$ cat config.mk
export PLATFORM = sky130hd
export DESIGN_NAME = mul_share_ctrl
export DESIGN_NICKNAME = d
export VERILOG_FILES = /design/src/rtl/mul_share_ctrl.sv
export SDC_FILE = /design/constraint.sdc
export NUM_CORES = 1
export LEC_CHECK = 0
export ABC_AREA = 1
export BUFFER_PORTS_ARGS = -buffer_cell sky130_fd_sc_hd__buf_2
export CAP_MARGIN = 20
export CORE_MARGIN = 5
export CORE_UTILIZATION = 48
export CTS_CLUSTER_SIZE = 28
export DETAILED_ROUTE_END_ITERATION = 8
export PLACE_DENSITY = 0.85
export SYNTH_ARGS = -nofsm -noshare
export SYNTH_HDL_FRONTEND = slang
export SYNTH_SLANG_ARGS = --single-unit
$ cat constraint.sdc
create_clock -name clk -period 3.1 [get_ports clk]
set_input_delay 0.62 -clock clk [delete_from_list [all_inputs] [get_ports clk]]
set_output_delay 0.62 -clock clk [all_outputs]
set_load 0.05 [all_outputs]
$ cat src/rtl/mul_share_ctrl.sv
// mul_share_ctrl: round-robin arbiter and sequencer for a shared serial
// signed multiplier, with a valid/ready result register tagged by requester.
module mul_share_ctrl #(
  parameter int unsigned M    = 26,
  parameter int unsigned NS   = 14,
  parameter int unsigned NREQ = 2
) (
  input  logic                    clk,
  input  logic                    rst,
  input  logic [NREQ-1:0]         req_valid,
  output logic [NREQ-1:0]         req_ready,
  input  logic [NREQ*M-1:0]       req_a,
  input  logic [NREQ*NS-1:0]      req_b,
  output logic                    mul_en,
  output logic [M-1:0]            mul_a,
  output logic [NS-1:0]           mul_b,
  input  logic [M+NS-1:0]         mul_product,
  output logic                    res_valid,
  input  logic                    res_ready,
  output logic [M+NS-1:0]         res_product,
  output logic [$clog2(NREQ)-1:0] res_id,
  output logic                    busy
);

  localparam int unsigned N   = NS - 1;
  localparam int unsigned IDW = $clog2(NREQ);
  localparam int unsigned CW  = $clog2(N + 1);

  typedef enum logic [1:0] {IDLE, LOAD, RUN, WAIT} state_t;

  state_t         state;
  state_t         state_nxt;
  logic [IDW-1:0] rr_ptr;
  logic [CW-1:0]  run_cnt;
  logic [M-1:0]   op_a;
  logic [NS-1:0]  op_b;
  logic [IDW-1:0] op_id;

  logic [M-1:0]   a_arr [NREQ];
  logic [NS-1:0]  b_arr [NREQ];
  logic [IDW-1:0] scan_id;
  logic [IDW-1:0] win_id;
  logic           win_found;
  logic           grant;
  logic           capture;

  for (genvar g = 0; g < NREQ; g++) begin : g_unpack
    assign a_arr[g] = req_a[g*M +: M];
    assign b_arr[g] = req_b[g*NS +: NS];
  end

  // Operands go straight from the latched registers; they only move on a grant.
  assign mul_a = op_a;
  assign mul_b = op_b;

  // Round-robin search for the first valid requester starting at rr_ptr.
  always_comb begin
    win_found = 1'b0;
    win_id    = '0;
    scan_id   = '0;
    for (int unsigned k = 0; k < NREQ; k++) begin
      scan_id = IDW'((32'(rr_ptr) + k) % NREQ);
      if (!win_found && req_valid[scan_id]) begin
        win_found = 1'b1;
        win_id    = scan_id;
      end
    end
  end

  // Next-state decode, grant/capture strobes and the combinational accept pulse.
  always_comb begin
    state_nxt = state;
    grant     = 1'b0;
    capture   = 1'b0;
    req_ready = '0;
    case (state)
      IDLE: begin
        if (win_found && !rst) begin
          grant             = 1'b1;
          req_ready[win_id] = 1'b1;
          state_nxt         = LOAD;
        end
      end
      LOAD: state_nxt = RUN;
      RUN: begin
        if (run_cnt == CW'(N)) state_nxt = WAIT;
      end
      WAIT: begin
        if (!res_valid || res_ready) begin
          capture   = 1'b1;
          state_nxt = IDLE;
        end
      end
      default: state_nxt = IDLE;
    endcase
  end

  // State register.
  always_ff @(posedge clk) begin
    if (rst) state <= IDLE;
    else     state <= state_nxt;
  end

  // Operand latch, run counter, registered strobes and the result register.
  always_ff @(posedge clk) begin
    if (rst) begin
      rr_ptr      <= '0;
      run_cnt     <= '0;
      op_a        <= '0;
      op_b        <= '0;
      op_id       <= '0;
      mul_en      <= 1'b0;
      busy        <= 1'b0;
      res_valid   <= 1'b0;
      res_product <= '0;
      res_id      <= '0;
    end else begin
      if (grant) begin
        op_a   <= a_arr[win_id];
        op_b   <= b_arr[win_id];
        op_id  <= win_id;
        rr_ptr <= (win_id == IDW'(NREQ - 1)) ? '0 : win_id + IDW'(1);
      end
      if (state == LOAD)     run_cnt <= '0;
      else if (state == RUN) run_cnt <= run_cnt + CW'(1);
      mul_en <= (state_nxt == RUN);
      busy   <= (state_nxt != IDLE);
      if (capture) begin
        res_valid   <= 1'b1;
        res_product <= mul_product;
        res_id      <= op_id;
      end else if (res_valid && res_ready) begin
        res_valid <= 1'b0;
      end
    end
  end

endmodule
# ---- Yosys cells after proc, flatten, opt, wreduce, memory -nomap -nowiden
# Cells that the tools add are included.
dict set report classes {
  shifts 0
  mul 0
  mux 29
  eq_ne 5
  div 0
  bitwise_logic 1
  magnitude_cmp 5
  add_sub_neg 3
  n_reduce_logical 12
}
# operator n
set ops {}
lappend ops {{2-to-1 mux 26 bit} 3}
lappend ops {{2-to-1 mux 14 bit} 3}
lappend ops {{2-to-1 mux 1 bit} 16}
lappend ops {{2-to-1 mux 2 bit} 5}
lappend ops {{case mux 2 bit (4 select lines)} 1}
lappend ops {{== test 2 bit, second input constant} 3}
lappend ops {{less-than comparator 1 x 2 -> 1 bit, second input constant} 3}
lappend ops {{adder 4 x 1 -> 4 bit, second input constant} 1}
lappend ops {{== test 4 bit, second input constant} 1}
lappend ops {{logical AND 1 bit} 4}
lappend ops {{nonzero test 2 bit} 2}
lappend ops {{logical NOT 1 bit} 3}
lappend ops {{adder 1 bit, second input constant} 2}
lappend ops {{== test 2 x 1 -> 1 bit, second input constant} 1}
lappend ops {{>= comparator 2 bit, second input constant} 1}
lappend ops {{logical NOT 2 bit} 1}
lappend ops {{inverter 1 -> 2 bit} 1}
lappend ops {{OR reduction 2 bit} 1}
lappend ops {{demux 1 bit (select 1 bit)} 1}
lappend ops {{>= comparator 1 bit, second input constant} 1}
lappend ops {{logical OR 1 bit} 1}
dict set report totals {
  word_cells 66
  memories 0
  out_inout_bits 86
  latch_bits 0
  ram_bits 0
  rom_bits 0
  regBits 92
}

# ---- Logic depth before layout (Yosys ltp)
dict set report logic_depth {
  word_depth 12
  mapped_depth 8
}

# ---- Worst setup path before layout
# Ideal clock, no wire load.
dict set report synth_path {
  path_type {input -> output}
  startpoint {input port rst}
  endpoint {output port req_ready[1]}
  stages 7
  path_slack_ns 0.872
  arrival_ns 1.608
  required_time_ns 2.480
  cell_sequence {buf_6 > inv_2 > nand2_2 > nor2_4 > buf_6 > nand3_1 > inv_1}
}
dict set report synth_between {
  elab_chain_len 4
}
# item line
set synth_rtl {}
lappend synth_rtl {{from (decl)} 9} ;# input logic rst,
lappend synth_rtl {{logical NOT 1 bit} 78} ;# if (win_found && !rst) begin
lappend synth_rtl {{logical AND 1 bit} 78}
lappend synth_rtl {{2-to-1 mux 2 bit} 78}
lappend synth_rtl {{2-to-1 mux 2 bit} 76} ;# case (state)
lappend synth_rtl {{to (decl)} 11} ;# output logic [NREQ-1:0] req_ready,
# Every way passes these cells.

# ---- Worst setup path after layout
dict set report layout_path {
  startpoint {register state[1]}
  endpoint {output port req_ready[1]}
}
dict set report layout_between {
  elab_chain_len 2
}
# item line
set layout_rtl {}
lappend layout_rtl {{from (decl)} 31} ;# state_t state;
lappend layout_rtl {{from (signal assigned)} 101} ;# else state <= state_nxt;
lappend layout_rtl {{logical NOT 2 bit} 76}
lappend layout_rtl {{2-to-1 mux 2 bit} 76}
# Every way passes these cells.

==> impl_results.md <==
- # rows: 32
- P per Cell Area: 551 nW/um^2
- HP Class: reg2reg
- Fin worst setup slack: 0.968 ns
- I/O pin total: 211
- Post-synth top cells: nand2_1, dfxtp_1, nor2_1
- Detail Placement HPWL: 8.42 mm
- Pleak: 2.73 nW
- Final setup fails: 0
- Slew margin rel.: 45.2%
- Design area: 5090 um^2
- Fmax achieved: 469 MHz
- Routed vias: 4,151
- Worst r2r dst: mul_en
- Largest net degree at the start of global routing: 45
- Top cells by area, synth: dfxtp_1, nand2_1, nor2_1
- CP Class: reg2out
- Initial drt markers: 141
- Pwr Total: 2.81 mW
- Vias per std cell: 4.92
- Layout area overhead: 30.8%
- Layout cells sized above 1: 32.5%
- Syn_area_per_cell: 7.13 um^2
- Hold Buf Count CTS: 0
- Min Tclk post-route: 2.13 ns
- Setup crit end: req_ready[1]
- Synth Register Bits: 92
- Routed len/inst: 13.3 um
- Remaining global-route overflow: 0
- Synth cell types: 23
- Clk pin slew, worst setup/hold paths: 0.08 ns
- Post-placement cell count: 827
- First-pass DRT Iterations: 4
- Mapped Nets: 673
- RSZ-0062 raised after global routing: no
- Antenna diodes: 0
- DRC Markers: 0
- Hold slack: 0.461 ns
- Slew Viols, Final: 0
- CTS Sinks: 92
- CTS tree: done
- Worst path arrival time: 1.51 ns
- Clk Latency, worst-skew pair: 0.34 ns
- Synth top area share: 47.3%
- Initial antenna violation count: 0
- Final Core Density: 65.2%
- Nets@finish: 863
- Vias in the first global route: 3,994
- CTS H-tree depth: 3
- CP Launch Point: state[1]
- CP required: 2.48 ns
- Mapped Cells: 546
- Final Hold Viols: 0
- DIE AREA: 10,000 um^2
- EDFF count, synth: 0
- Status: completed
- CTS Buffer Depth: 2
- Ys async rst share: 0%
- Routed WL: 11.2 mm
- Root buf cell: clkbuf_8
- PortBufs: 210
- Leading area contributor after synthesis: dfxtp_1
- Post-CTS setup buffers: 0
- Gp weighted congestion: 0.861
- Startpoint Class: flip-flop
- YS warnings: 0
- Fin crit share: 68.8%
- Worst vdd ir: 264 uV
- Die Ht: 100 um
- Post-synth top flop: dfxtp_1
- Dpl cell area: 4870 um^2
- Reg-to-reg startpoint: state[1]
- Cell with the most instances after synthesis: nand2_1
- Setup TNS: 0 ns
- Pre-CTS setup slack: 0.865 ns
- Final Non-Filler Cells: 843
- Setup Skew: 0.0109 ns
- Worst-path maximum fanout: 4
- Die width: 100 um
- Tightest Pin Transition: 0.819 ns
- CP endpoint kind: primary output
- Post-CTS sizing: 0
- R2R setup slack: 1.58 ns
- Max-Cap Viols: 0
- First-pass GRT wire length: 17.9 mm
- Syn Std Cell Area: 3890 um^2
- CTS buffer count: 9
- R2R cell count: 5
- Initial core utilization: 49.9%
- Total GRT Usage: 21.7%
- Antenna-violating nets left: 0
- Core footprint: 7810 um^2
- Register area share after synthesis: 47.3%
==> worst min-delay path by stage <==
stage                  start        to  slack [ns]  depth (start not counted)
floorplan             rr_ptr    rr_ptr        0.44                          2
global placement      res_id    res_id        0.45                          2
detailed placement    res_id    res_id        0.45                          2
CTS                   res_id    res_id        0.46                          2
global route        mul_b[9]  mul_b[9]        0.48                          2
finish                res_id    res_id        0.46                          2
==> routing by layer <==
| metal | global-route usage, % | vias to the layer above | part of all wire [%] |
|---|---|---|---|
| met5 | 0 | - | 0 |
| met4 | 7.46 | 0 | 1.4 |
| met3 | 5.28 | 12 | 9.8 |
| met2 | 38.3 | 197 | 49 |
| met1 | 25.7 | 1821 | 40 |
| li1 | - | 2121 | - |
==> report_power, final <==
part           leakage, nW  internal [mW]  switching, mW  total, mW
registers            0.749           1.25         0.0385       1.29
logic                 1.87          0.179          0.459      0.638
clock network        0.110          0.460          0.416      0.876
total                 2.73           1.89          0.913       2.81
==> sequential cells by signal, summed over array words and instances (netlist names) <==
signal / flops
mul_en: 1
mul_b: 14
rr_ptr: 1
mul_a: 26
res_product: 40
run_cnt: 4
res_id: 1
busy: 1
state: 2
op_id: 1
res_valid: 1
==> worst max-delay path, stage by stage, from the launching register on <==
cell     delay [ns]
dfxtp_1        0.35
nor2_2         0.19
nand2_2        0.09
nor2_4         0.10
nand3_1        0.12
inv_1          0.07
buf_2          0.25
==> cell type report <==
cell class                      instances  area (um^2)
Tap cell                              102          128
Clock buffer                            9          124
Inverter                               12         45.0
Sequential cell                        92         1840
Multi-Input combinational cell        404         1750
Timing Repair Buffer                  217         1100
Clock inverter                          7         98.8
Fill cell                             689         2710
==> cell families (layout without fill, tap and decap cells) <==
group / after synthesis / count (layout) / synth area share, %
and+or+nand+nor: 312 / 312 / 32.2
adders and majority gates: 2 / 2 / 0.642
AOI/OAI and AO/OA: 88 / 88 / 11.7
buffers and inverters: 50 / 245 / 7.71
xor gates and xnor gates: 2 / 2 / 0.450
DFF: 92 / 92 / 47.3
==> placed cells by master (no fill, tap or decap), drive strengths merged <==
cell / instances
nand3: 46
nand2: 175
buf: 217
xnor2: 1
nand3b: 1
ha: 2
a211oi: 1
clkinvlp: 1
o22ai: 1
nor2: 90
inv: 14
dfxtp: 92
bufinv: 2
a21oi: 44
o21ai: 42
clkinv: 2
clkbuf: 9
xor2: 1
(Power assumes the default switching activity.)
